**src/rtl/qam_mapper.sv**
```systemverilog
// qam_mapper: groups N_BPSC serial interleaved bits per subcarrier and
// Gray-maps them to un-normalised BPSK/QPSK/16-QAM/64-QAM I/Q levels,
// flagging the last data subcarrier of each OFDM symbol.
module qam_mapper #(
    parameter int N_SD  = 48,
    parameter int OUT_W = 4
) (
    input  logic             iClk,
    input  logic             iRst,
    input  logic             iEN,
    input  logic             iRateEN,
    input  logic [3:0]       iRate,
    input  logic             iData,
    input  logic             iValid,
    output logic [OUT_W-1:0] oI,
    output logic [OUT_W-1:0] oQ,
    output logic             oValid,
    output logic             oLast,
    output logic             oRateErr
);

    localparam int SC_W = (N_SD > 1) ? $clog2(N_SD) : 1;

    localparam logic [1:0] MOD_BPSK  = 2'd0;
    localparam logic [1:0] MOD_QPSK  = 2'd1;
    localparam logic [1:0] MOD_QAM16 = 2'd2;
    localparam logic [1:0] MOD_QAM64 = 2'd3;

    logic [1:0]       mod_q;
    logic [2:0]       bit_cnt;
    logic [SC_W-1:0]  sc_cnt;
    logic [5:0]       shreg;

    logic             rate_load;
    logic             dec_ok;
    logic [1:0]       dec_mod;
    logic [1:0]       mod_eff;
    logic [2:0]       nbpsc_m1;
    logic             take;
    logic             grp_done;
    logic [5:0]       bits;
    logic [OUT_W-1:0] map_i;
    logic [OUT_W-1:0] map_q;

    // Apply sign: positive when the leading bit of the Gray field is 1.
    function automatic logic [OUT_W-1:0] lvl(input logic pos, input logic [OUT_W-1:0] mag);
        return pos ? mag : ('0 - mag);
    endfunction

    // 16-QAM magnitude from the second bit of a Gray pair.
    function automatic logic [OUT_W-1:0] mag16(input logic b);
        return b ? OUT_W'(1) : OUT_W'(3);
    endfunction

    // 64-QAM magnitude from the last two bits of a Gray triple.
    function automatic logic [OUT_W-1:0] mag64(input logic b, input logic c);
        logic [OUT_W-1:0] m;
        case ({b, c})
            2'b00:   m = OUT_W'(7);
            2'b01:   m = OUT_W'(5);
            2'b11:   m = OUT_W'(3);
            default: m = OUT_W'(1);
        endcase
        return m;
    endfunction

    // Rate decode; a load is only honoured between subcarrier groups at symbol start.
    always_comb begin
        dec_ok  = 1'b1;
        dec_mod = MOD_BPSK;
        case (iRate)
            4'b1101, 4'b1111: dec_mod = MOD_BPSK;
            4'b0101, 4'b0111: dec_mod = MOD_QPSK;
            4'b1001, 4'b1011: dec_mod = MOD_QAM16;
            4'b0001, 4'b0011: dec_mod = MOD_QAM64;
            default:          dec_ok  = 1'b0;
        endcase
        rate_load = iRateEN && (bit_cnt == 3'd0) && (sc_cnt == '0);
        // A rate strobed alongside the first bit governs that bit's group.
        mod_eff   = (rate_load && dec_ok) ? dec_mod : mod_q;
    end

    // Group length, bit capture and Gray mapping of the completed group.
    always_comb begin
        case (mod_eff)
            MOD_QPSK:  nbpsc_m1 = 3'd1;
            MOD_QAM16: nbpsc_m1 = 3'd3;
            MOD_QAM64: nbpsc_m1 = 3'd5;
            default:   nbpsc_m1 = 3'd0;
        endcase
        take          = iEN && iValid;
        grp_done      = take && (bit_cnt == nbpsc_m1);
        bits          = shreg;
        bits[bit_cnt] = iData;
        map_i         = '0;
        map_q         = '0;
        case (mod_eff)
            MOD_QPSK: begin
                map_i = lvl(bits[0], OUT_W'(1));
                map_q = lvl(bits[1], OUT_W'(1));
            end
            MOD_QAM16: begin
                map_i = lvl(bits[0], mag16(bits[1]));
                map_q = lvl(bits[2], mag16(bits[3]));
            end
            MOD_QAM64: begin
                map_i = lvl(bits[0], mag64(bits[1], bits[2]));
                map_q = lvl(bits[3], mag64(bits[4], bits[5]));
            end
            default: begin
                map_i = lvl(bits[0], OUT_W'(1));
                map_q = '0;
            end
        endcase
    end

    // State and registered outputs.
    always_ff @(posedge iClk or negedge iRst) begin
        if (!iRst) begin
            mod_q    <= MOD_BPSK;
            bit_cnt  <= '0;
            sc_cnt   <= '0;
            shreg    <= '0;
            oI       <= '0;
            oQ       <= '0;
            oValid   <= 1'b0;
            oLast    <= 1'b0;
            oRateErr <= 1'b0;
        end else begin
            oValid   <= grp_done;
            oLast    <= grp_done && (sc_cnt == SC_W'(N_SD - 1));
            oRateErr <= rate_load && !dec_ok;
            if (rate_load && dec_ok)
                mod_q <= dec_mod;
            if (!iEN) begin
                bit_cnt <= '0;
                sc_cnt  <= '0;
                shreg   <= '0;
            end else if (take) begin
                if (grp_done) begin
                    bit_cnt <= '0;
                    shreg   <= '0;
                    oI      <= map_i;
                    oQ      <= map_q;
                    sc_cnt  <= (sc_cnt == SC_W'(N_SD - 1)) ? '0 : sc_cnt + 1'b1;
                end else begin
                    bit_cnt <= bit_cnt + 1'b1;
                    shreg   <= bits;
                end
            end
        end
    end

endmodule

```
**config.mk**
```make
export PLATFORM = sky130hd
export DESIGN_NAME = qam_mapper
export DESIGN_NICKNAME = d
export VERILOG_FILES = /design/src/rtl/qam_mapper.sv
export SDC_FILE = /design/constraint.sdc
export NUM_CORES = 1
export LEC_CHECK = 0
export CORE_MARGIN = 10
export CORE_UTILIZATION = 45
export DETAILED_ROUTE_END_ITERATION = 16
export GPL_TIMING_DRIVEN = 0
export PLACE_DENSITY = 0.66
export SKIP_LAST_GASP = 1
export SLEW_MARGIN = 10
export SYNTH_ARGS = -nofsm -noshare
export SYNTH_HDL_FRONTEND = slang
export SYNTH_SLANG_ARGS = --single-unit
```
**constraint.sdc**
```tcl
create_clock -name iClk -period 3.5 [get_ports iClk]
set_clock_uncertainty 0.15 [all_clocks]
set_input_delay 0.7 -clock iClk [delete_from_list [all_inputs] [get_ports iClk]]
set_output_delay 0.7 -clock iClk [all_outputs]
set_load 0.03 [all_outputs]
```
==> metrics.csv, run 1 <==
metric,value,unit
status,"complete, no violations",
yosys.area.top_type_share,38.86,%
timing.rr.end,oQ[2],
antennaDiodeCount,0,
report.final.setup_viol,0,
hold_viol,0,
root_buffer,clkbuf_8,
holdWs,0.2901,ns
rrSetupSlack,0.1,ns
synth_cell_type_count,46,
final.min_clock_period,3.405,ns
fin_tns_setup,0,ns
die_y,83.30,µm
syn_inst,190,
rsz0062_at_grt,no,
areaGrowthSynthToFinish,16.79,%
yosysTopAreaCell,dfrtp_1,
grt_pass1_wl,7.610,mm
detailed_place_hpwl,3.105,mm
drive_above_1_share,14.83,%
p_leak,0.8763,nW
crit_path_start,bit_cnt[0],
ys.warnings.count,0,
drtIter0Drc,119,
critPathArrivalTime,3.42,ns
drv_slew,0,
antenna_found_initial,0,
ios,21,
drc,0,
track_usage,12.50,%
grt_max_degree,29,
netlist_top_cells_area,"dfrtp_1, ha_1, mux2i_1",
overflow,0,
std_cell_rows,22,
utilization,55.84,%
critical_path_class,reg -> reg,
clock_path_buffers,2,
start_util,47.81,%
relSlewSlack,55.54,%
total_power,1.314,mW
vias,1550,
cts_tree,done,
r2r_cells,10,
coreArea,3771,µm²
powerDensity,624.2,nW/µm²
dpl_cell_area,2028,µm²
synth_nets,207,
drtAntennaViolNets,0,
wl_met3,201,µm
viasPerCell,6.031,
placed_cells,255,
timing.max_cap.violations,0,
synth_edf_count,0,
first_global_vias,1584,
timing.rr.start,bit_cnt[0],
worstMarginPinSlew,0.6613,ns
gp_congestion,0.8758,
wire_per_inst,16.74,µm
critPathLaunchType,flop,
fmax,0.2937,GHz
drtPass1Iterations,4,
fin_nets,228,
ys.flop_type,dfrtp_1,
dieWidth,83.30,µm
required,3.52,ns
layoutNonFillerInstCount,257,
avgSynthCellArea,9.489,µm²
endpoint_kind,flop,
hold_buffers,0,
clk_pin_slew,0.09,ns
design_area,2106,µm²
ys_ff_latch,28,
dp_slack,-0.3236,ns
cts_sinks,28,
cts_max_level,1,
vdd_ir_drop_max,0.2741,mV
synthMostInstantiatedCell,dfrtp_1,
synth-seq-area-share,38.86,%
clock_latency,0.27,ns
numCtsBuffers,3,
wirelength,4.302,mm
hp-class,in -> async,
syn_area,1803,µm²
synth-async-reset-ratio,100.0,%
top_layer,met4,
endpoint,oQ[2],
wl_met2,2.149,mm
fin_ws,0.09503,ns
dieArea,6938,µm²
critPathMaxFanout,11,
wl_met1,1.864,mm
netlist_top_cells_count,"dfrtp_1, nand2_1, inv_1, a21oi_1",
io_buffers,17,
finalCritPeriodShare,97.28,%
==> cell usage in the layout (no fill, tap or decap), types with 2 or more instances in the layout <==
cell type / netlist / routed
a211oi_1: 3 / 3
a21oi_1: 11 / 11
a32oi_1: 3 / 3
and3_1: 4 / 4
buf_2: 5 / 6
clkbuf_1: 6 / 4
clkbuf_8: 0 / 3
clkdlybuf4s50_1: 0 / 16
dfrtp_1: 28 / 26
dfrtp_2: 0 / 2
ha_1: 7 / 7
inv_1: 15 / 14
mux2_2: 2 / 2
mux2_4: 5 / 5
mux2i_1: 8 / 8
nand2_1: 19 / 19
nand2b_1: 3 / 3
nand3_1: 4 / 4
nand4_1: 4 / 4
nor2_1: 8 / 8
nor3_1: 6 / 6
nor3b_1: 2 / 2
o211ai_1: 4 / 4
o21ai_0: 6 / 6
o221ai_1: 4 / 4
o22ai_1: 2 / 2
o31ai_1: 3 / 2
or4_1: 2 / 2
xnor2_1: 5 / 5
==> worst min-delay path by stage <==
stage          startpoint         end  slack [ns]  cells past startpoint
3_5_place_dp        oI[0]       oI[0]        0.32                      1
4_1_cts              iRst       oQ[0]        0.30                      1
2_1_floorplan        iRst  bit_cnt[0]        0.25                      0
5_1_grt              iRst    oRateErr        0.33                      1
3_3_place_gp        oI[0]       oI[0]        0.31                      1
6_report             iRst    shreg[3]        0.29                      1
==> routing by layer <==
| layer | track usage (%) | vias to the layer above |
|---|---|---|
| li1 | - | 734 |
| met1 | 16.25 | 763 |
| met2 | 20.46 | 43 |
| met3 | 2.148 | 10 |
| met4 | 3.692 | 0 |
| met5 | 0 | - |
==> power by group <==
| group | internal [mW] | switching, mW | total [mW] | leakage (nW) |
|---|---|---|---|---|
| sequential | 0.395 | 0.0490 | 0.444 | 0.363 |
| clock | 0.0774 | 0.0990 | 0.176 | 0.0216 |
| combinational | 0.308 | 0.386 | 0.694 | 0.492 |
==> worst max-delay path, cell delays in order (launching register included) <==
cell and delay (ns):
dfrtp_2 0.49, inv_2 0.11, ha_1 0.18, or4bb_4 0.58
or4_1 0.42, buf_2 0.18, and3_1 0.20, o211a_4 0.27
o211ai_4 0.22, buf_8 0.19, mux2_4 0.30
==> what timing repair did <==
action / 4_1_cts / 5_1_grt
pin swaps: 0 / 1
hold endpoints to repair: 0 / 0
endpoints found under the setup margin: 13 / 10
gates resized for setup: 5 / 4
setup buffers: 1 / 0
==> final cells by class <==
| cell class | count | area, µm² |
|---|---|---|
| fill | 344 | 1665 |
| multi-input combinational | 134 | 1006 |
| sequential | 28 | 703.2 |
| timing repair buffer | 18 | 172.7 |
| buffer | 11 | 66.31 |
| tap | 48 | 60.06 |
| inverter | 15 | 56.30 |
| clock buffer | 3 | 41.29 |
==> logic make-up after synthesis <==
kind of cell | share of synthesized area (%)
mux | 9.854
fa+ha+maj | 4.858
compound gates | 18.95
flops | 38.86
buf+inv | 7.008
xor+xnor | 2.915
simple gates | 17.56
==> sequential cells by signal, summed over array words and instances, names as in the netlist <==
signal    cells
oRateErr      1
oI            4
oValid        1
oQ            4
shreg         6
mod_q         2
oLast         1
bit_cnt       3
sc_cnt        6
No activity file was read; power rests on OpenSTA's default activity.
==> run 2: changes to the inputs <==
--- a/config.mk
+++ b/config.mk
@@ -9,7 +9,7 @@
 export CORE_UTILIZATION = 45
 export DETAILED_ROUTE_END_ITERATION = 16
 export GPL_TIMING_DRIVEN = 0
-export PLACE_DENSITY = 0.66
+export PLACE_DENSITY = 0.75
 export SKIP_LAST_GASP = 1
 export SLEW_MARGIN = 10
 export SYNTH_ARGS = -nofsm -noshare
==> constraint.sdc (replaced) <==
create_clock -name iClk -period 3.5 [get_ports iClk]
set_clock_uncertainty 0.15 [all_clocks]
set_input_delay 0.35 -clock iClk [delete_from_list [all_inputs] [get_ports iClk]]
set_output_delay 0.35 -clock iClk [all_outputs]
set_load 0.03 [all_outputs]
==> run 2 against run 1 <==
Compared with the run above:
- total power up 6.5%
- sequential power about the same
- global-route usage shrank 0.68 points
- clock power rose by 44%
- critical path type unchanged
- utilization increased by 1.7 points
- combinational power rose by 1%
- count of clock-buffer cells in the layout stayed put
- hold slack worse by 0.026 ns
==> metrics.csv, run 2 (synthesis gave the netlist of run 1 again) <==
metric,value,unit,change
status,"complete, no violations",,unchanged
overflow,0,,unchanged
final.min_clock_period,3.321,ns,was 3.405 ns
wire_per_inst,15.61,µm,was 16.74 µm
wl_met2,1.984,mm,was 2.149 mm
coreArea,3771,µm²,unchanged
required,3.55,ns,was 3.52 ns
track_usage,11.82,%,was 12.50%
wirelength,4.089,mm,was 4.302 mm
cts_max_level,1,,unchanged
fmax,0.3011,GHz,was 0.2937 GHz
finalCritPeriodShare,94.89,%,was 97.28%
timing.max_cap.violations,0,,unchanged
powerDensity,644.9,nW/µm²,was 624.2 nW/µm²
seq_area,701.9,µm²,was 703.2 µm²
design_area,2170,µm²,was 2106 µm²
drive_above_1_share,15.89,%,was 14.83%
drtAntennaViolNets,0,,unchanged
die_y,83.30,µm,unchanged
hold_viol,0,,unchanged
fillers,350,,was 344
numCtsBuffers,3,,unchanged
std_cell_rows,22,,unchanged
io_buffers,17,,unchanged
total_power,1.399,mW,was 1.314 mW
hp-class,in -> reg,,was in -> async
cts_tree,done,,unchanged
placed_cells,255,,unchanged
endpoint_kind,flop,,unchanged
first_global_vias,1480,,was 1584
antennaDiodeCount,0,,unchanged
clock_path_buffers,2,,unchanged
relSlewSlack,53.75,%,was 55.54%
wl_met1,1.874,mm,was 1.864 mm
grt_pass1_wl,7.162,mm,was 7.610 mm
report.final.setup_viol,0,,unchanged
ios,21,,unchanged
p_leak,0.9080,nW,was 0.8763 nW
wl_met3,187,µm,was 201 µm
reg_top3,"sc_cnt (6), shreg (6)",,unchanged
worstMarginPinSlew,0.6879,ns,was 0.6613 ns
dieWidth,83.30,µm,unchanged
root_buffer,clkbuf_8,,unchanged
critPathLaunchType,flop,,unchanged
dp_slack,-0.1930,ns,was -0.3236 ns
rsz0062_at_grt,no,,unchanged
fin_ws,0.1790,ns,was 0.09503 ns
clock_latency,0.27,ns,about the same
drc,0,,unchanged
detailed_place_hpwl,2.963,mm,was 3.105 mm
antenna_found_initial,0,,unchanged
viasPerCell,5.687,,was 6.031
gp_congestion,0.8900,,was 0.8758
drtIter0Drc,49,,was 119
drtPass1Iterations,4,,unchanged
critPathMaxFanout,11,,unchanged
areaGrowthSynthToFinish,20.33,%,was 16.79%
multi_input_area,1015,µm²,was 1006 µm²
top_layer,met4,,unchanged
dpl_cell_area,2028,µm²,unchanged
layoutNonFillerInstCount,262,,was 257
critical_path_class,reg -> reg,,unchanged
dieArea,6938,µm²,unchanged
start_util,47.81,%,unchanged
vdd_ir_drop_max,0.2640,mV,was 0.2741 mV
cts_sinks,28,,unchanged
fin_nets,232,,was 228
grt_max_degree,29,,unchanged
layout_commonest_cell,dfrtp_1,,unchanged
layout_common_cells,"dfrtp_1, nand2_1, clkdlybuf4s50_1",,unchanged
drv_slew,0,,unchanged
utilization,57.53,%,was 55.84%
clk_pin_slew,0.10,ns,was 0.09 ns
vias,1490,,was 1550
critPathArrivalTime,3.37,ns,was 3.42 ns
## run 2: layer usage
metal	GRT usage [%]	up-vias
li1	-	736
met1	15.08	720
met2	19.62	30
met3	2.734	4
met4	2.462	0
met5	0	-
## run 2: timing repair
| action | in CTS | in global routing |
|---|---|---|
| pin swaps | 1 | 0 |
| setup buffers | 2 | 1 |
| cloned | 0 | 1 |
| endpoints found under the setup margin | 15 | 9 |
| hold buffers | 1 | 0 |
| gates resized for setup | 3 | 5 |
| hold endpoints to repair | 28 | 0 |
## run 2: critical path: stages (launching register included)
cell      delay [ns]
dfrtp_2         0.50
inv_2           0.11
ha_1            0.15
or4bb_4         0.58
or4_1           0.40
buf_2           0.17
o211ai_1        0.20
o22ai_4         0.15
buf_4           0.18
or4_1           0.51
a21oi_1         0.16
## run 2: final timing paths
| path | start | endpoint | slack, ns | depth (start not counted) |
|---|---|---|---|---|
| worst max-delay path | bit_cnt[0] | shreg[0] | 0.18 | 10 |
| worst min-delay path | iEN | sc_cnt[1] | 0.26 | 3 |
| worst max register to register | bit_cnt[0] | shreg[0] | 0.18 | 10 |
| worst min register to register | oI[0] | oI[0] | 0.33 | 1 |
| max in group asynchronous | iRst | bit_cnt[0] | 2.29 | 2 |
| min in group asynchronous | iRst | bit_cnt[1] | 0.47 | 2 |
## run 2: per-stage QoR
step	TNS, ns	hold WS (ns)
3_5_place_dp	-1.296	0.2572
4_1_cts	0	0.2482
6_report	0	0.2645
2_1_floorplan	0	-0.09559
3_3_place_gp	-1.109	0.3008
5_1_grt	0	0.2812
## run 2: where the power goes
group	internal, mW	leakage, nW	switching [mW]
Clock	0.153	0.0357	0.0998
Combinational	0.315	0.508	0.386
Sequential	0.395	0.365	0.0509
Total	0.863	0.908	0.537
## run 2: cell type report
class	count	share of cell area [%]
well taps	48	2.768
clock buffers	3	1.903
flip-flops and latches	28	32.35
multi-input cells	134	46.77
clock inverters	1	1.384
inverters	15	2.595
plain buffers	11	2.884
repair buffers	22	9.343
==> edit 1 (settings of run 1) <==
Put one more register stage on the output `oI`, with the module's reset. The value now appears one clock later. The other outputs are not delayed to match.
--- a/src/rtl/qam_mapper.sv
+++ b/src/rtl/qam_mapper.sv
@@ -27,2 +27,4 @@
     localparam logic [1:0] MOD_QAM64 = 2'd3;
+
+    logic [OUT_W-1:0] oI_s0;
 
@@ -123,3 +125,3 @@
             shreg    <= '0;
-            oI       <= '0;
+            oI_s0    <= '0;
             oQ       <= '0;
@@ -142,3 +144,3 @@
                     shreg   <= '0;
-                    oI      <= map_i;
+                    oI_s0   <= map_i;
                     oQ      <= map_q;
@@ -153,2 +155,10 @@
 
+    always_ff @(posedge iClk or negedge iRst) begin
+        if (!iRst) begin
+            oI <= '0;
+        end else begin
+            oI <= oI_s0;
+        end
+    end
+
 endmodule
Behaviour: not the same (a bounded check fails within 4 cycles, from zero or initial values and one cycle with iRst low).
==> edit 1 against run 1 <==
- count of clock-buffer cells in the layout grew 3
- setup slack is essentially flat
- sequential cell count grew 4
- wire length shrank 2.7%
- critical path depth shrank 1
- register-to-register slack gained 0.02 ns
- final area grew 8.1%
- sequential share of layout area grew 1.8 points
- cell count grew 4.7%
- core utilization grew 0.28 points
- area after synthesis grew 5.6%
- clock power grew 95%
- power grew 17%
- critical path type is now input port to flop
==> edit 1: results (changes against run 1) <==
| Metric | Value |
|---|---|
| Pre-CTS setup slack | `-0.378 ns (-0.0546 ns)` |
| Setup CP Type | `input port to flop` |
| Worst slew pin tran | `0.713 ns (+0.0512 ns)` |
| Critical path peak fanout | `10 (-1)` |
| Post-synth top cells | `dfrtp_1, nand2_1, inv_1` |
| CTS clk-pin slew, worst paths | `0.06 ns (-0.03 ns)` |
| CP max-delay cell | `or4bb_4` |
| Sequential share of power | `33.4% (-0.4 points)` |
| P_int | `0.977 mW (+25%)` |
| Post-detail-place hpwl | `3.12 mm (+0.45%)` |
| Share of layout cells above drive strength 1 | `15.5% (+0.69 points)` |
| Status | `completed` |
| Worst IR Drop VDD | `0.242 mV (-12%)` |
| Net Count, Synth | `211 (+1.9%)` |
| Nets | `235 (+3.1%)` |
| First-pass GRT wire length | `7.31 mm (-3.9%)` |
| Largest net degree at the start of global routing | `33 (+14%)` |
| Worst path max stage delay | `0.50 ns (-0.08 ns)` |
| Static Leakage | `0.959 nW (+9.4%)` |
| Hold path startpoint | `oI_s0[3]` |
| Type of the most critical hold path | `flop to flop` |
| Final GP Congestion | `0.870 (-0.70%)` |
| Routed WL | `4.19 mm (-2.7%)` |
| Critical path startpoint | `iRateEN` |
| Netlist cell types | `46 (unchanged)` |
| Total GRT Usage | `11.8% (-0.66 points)` |
| Syn Inst Count | `194 (+2.1%)` |
| CTS buffer count | `5 (+2)` |
| Seq/Total Area, Yosys | `42.1% (+3.2 points)` |
| Die ar. | `7230 um^2 (+4.2%)` |
| Ranking of synthesized cells by area | `dfrtp_1, ha_1, mux2i_1` |
| Leading registers by flop count | `sc_cnt: 6 flops, shreg: 6 flops` |
| Vias in the first global route | `1543 (-2.6%)` |
| DR iter-0 viols | `103 (-13%)` |
| Vias per cell | `5.78 (-4.2%)` |
| Clock H-tree levels | `2 (+1)` |
[edit 1: cell count changes after synthesis]
cell,run 1,this run
dfrtp_1,28,32
[edit 1: logic make-up after synthesis]
group                      synth area share (%)
muxes                                      9.34
buffers and inverters                      6.64
xor gates and xnor gates                   2.76
AOI/OAI and AO/OA                          17.9
DFF                                        42.1
adders and majority gates                  4.60
and+or+nand+nor                            16.6
[edit 1: power groups by stage]
stage	logic, mW	clock network, mW	registers [mW]
4_1_cts	0.681	0.349	0.512
5_1_grt	0.747	0.366	0.527
6_report	0.683	0.343	0.515
3_3_place_gp	0.669	0	0.505
3_5_place_dp	0.674	0	0.511
2_1_floorplan	0.388	0	0.593
[edit 1: repair_timing]
action	4_1_cts	5_1_grt
resized for setup	2	4
setup buffers	2	0
setup endpoints to repair	14	10
pin swaps	1	0
hold buffers	0	0
[edit 1: final cells by class]
cell class | count | area (um^2)
repair buffers | 19 | 180
flip-flops and latches | 32 | 802
clock buffers | 6 | 72.6
inverters | 15 | 56.3
plain buffers | 11 | 62.6
well taps | 50 | 62.6
clock inverters | 2 | 35.0
multi-input cells | 134 | 1010
fillers | 335 | 1780
[edit 1: path summary, 6_finish.rpt]
path / end / slack [ns]
setup / recovery: oQ[2] / 0.1
hold / removal: oI[3] / 0.22
setup reg to reg: oQ[2] / 0.12
hold reg to reg: oI[3] / 0.22
max in group asynchronous: bit_cnt[0] / 2.39
min in group asynchronous: sc_cnt[2] / 0.32
[edit 1: per-stage QoR]
stage / TNS [ns] / utilization [%] / instance area [um^2] / power, mW / instances
2_1_floorplan: 0 / - / 1900 / 0.980 / 194
3_3_place_gp: -4.18 / 52.6 / 2140 / 1.17 / 261
3_5_place_dp: -4.85 / 52.5 / 2130 / 1.19 / 261
4_1_cts: 0 / 55.7 / 2260 / 1.54 / 270
5_1_grt: 0 / 56.1 / 2280 / 1.64 / 269
6_report: 0 / 56.1 / 2280 / 1.54 / 269
[edit 1: layer usage]
metal,vias to the layer above,GRT usage [%],share of wire [%],routed length (um)
met5,-,0,0,0
met1,752,14.3,43,1820
met2,45,20.0,49,2070
met3,4,3.06,6.5,271
li1,754,-,-,-
met4,0,3.59,0.72,30
[edit 1: critical path: cells and delay by family]
kind / cells / cell delay [ns]
AO/OA/AOI/OAI: 2 / 0.48
buffers and inverters: 3 / 0.82
multiplexers: 1 / 0.30
AND/OR/NAND/NOR: 3 / 1.10
==> edit 2 (settings of run 1) <==
Made on the original files. `N_SD`: 48 -> 96.
--- a/src/rtl/qam_mapper.sv
+++ b/src/rtl/qam_mapper.sv
@@ -4,3 +4,3 @@
 module qam_mapper #(
-    parameter int N_SD  = 48,
+    parameter int N_SD  = 96,
     parameter int OUT_W = 4
Formal check against the unedited RTL: no difference found for any inputs over 10 cycles, from zero or initial values and one cycle with iRst low; that may be too few to reach the edited logic, so the function may still have changed.
==> edit 2 against run 1 <==
- wire length fell by 4.8%
- area after synthesis down 1.0%
- combinational power shrank 28%
- largest power group unchanged
- critical endpoint unchanged
- cell count shrank 2.3%
- final area is 1.8% higher
- critical path type unchanged
- setup slack improved by 0.25 ns
- power increased by 3.9%
- sequential cell count grew 1
- largest cell class unchanged
- first-iteration DRC count decreased by 5.9%
- count of clock-buffer cells in the layout is 2 higher
- sequential power about the same
==> edit 2: results (changes against run 1) <==
| Metric | Value |
|---|---|
| Buffer share of cell area | `10.2% (-1.2 points)` |
| FILL cells | `336 (-2.3%)` |
| Final GP Congestion | `0.825 (-5.8%)` |
| Critical path peak fanout | `10 (-1)` |
| Seq pwr | `0.443 mW (about the same)` |
| Post-CTS Setup Repair Bufs | `0 (-1)` |
| Post-detail-place hpwl | `2.89 mm (-6.8%)` |
| Clock H-tree levels | `2 (+1)` |
| CP max-delay cell | `or4b_4` |
| Multi-input gate share of total cell area | `45.2% (-2.6 points)` |
| First-pass GRT wire length | `7.32 mm (-3.8%)` |
| Met1 wire length | `1.91 mm (+2.5%)` |
| CTS buffer count | `5 (+2)` |
| R2R Path Start | `sc_cnt[0]` |
| Met2 Routed Length | `1.92 mm (-11%)` |
| Net Count, Synth | `196 (-5.3%)` |
| Netlist cell types | `45 (-2.2%)` |
| Status | `completed` |
| Routed WL | `4.10 mm (-4.8%)` |
| Vias per cell | `5.73 (-4.9%)` |
| Sequential share of power | `32.4% (-1.4 points)` |
| Cell count after placement | `243 (-4.7%)` |
| Worst IR Drop VDD | `0.485 mV (+77%)` |
| Clock buf count | `5 (+2)` |
| Seq/Total Area, Yosys | `40.7% (+1.8 points)` |
| Relative slew slack | `55.3% (-0.22 points)` |
| Combinational power | `0.502 mW (-28%)` |
| Nets | `220 (-3.5%)` |
| Syn Inst Count | `178 (-6.3%)` |
| Hold Slack | `0.287 ns (-0.00305 ns)` |
| CTS clk-pin slew, worst paths | `0.07 ns (-0.02 ns)` |
| Met3 routed WL | `223 um (+11%)` |
| Inverter count | `10 (-5)` |
| P_int | `0.907 mW (+16%)` |
| Static Leakage | `0.958 nW (+9.3%)` |
| Share of layout cells above drive strength 1 | `16.3% (+1.4 points)` |
| Multi-input gate count | `130 (-3.0%)` |
| GR Util met2 | `19.1% (-1.4 points)` |
| Total GRT Usage | `12.6% (+0.058 points)` |
| Cell Count, Final, Fillers Out | `251 (-2.3%)` |
| CP arrival | `3.17 ns (-0.25 ns)` |
| Compound-Gate Fraction of Synth Area | `12.3% (-6.7 points)` |
| FF-to-FF setup slack | `0.35 ns (+0.25 ns)` |
| Adder-cell share of the synthesized area | `5.61% (+0.75 points)` |
edit 2: cell types whose count changed after synthesis, moves of 3 or more:
cell and delta:
inv_1 -6, o221ai_1 -4, o21ai_0 +4, nand3b_1 +5, nand4_1 -3, a21oi_1 -8
mux2i_1 +5, nand3_1 +3, buf_2 -3, a32oi_1 -3, a211oi_1 -3, or2_2 +3
or3_1 +3, o31ai_1 +4
edit 2: worst max path at each step:
| stage | from | end | slack [ns] | cells past startpoint |
|---|---|---|---|---|
| 6_report | sc_cnt[0] | oQ[2] | 0.35 | 11 |
| 5_1_grt | sc_cnt[0] | oI[2] | 0.18 | 10 |
| 4_1_cts | sc_cnt[0] | oQ[2] | 0.32 | 10 |
| 3_5_place_dp | iRate[0] | oQ[2] | 0.17 | 9 |
| 3_3_place_gp | iRate[0] | oQ[2] | 0.20 | 10 |
| 2_1_floorplan | sc_cnt[0] | oI[2] | 0.61 | 11 |
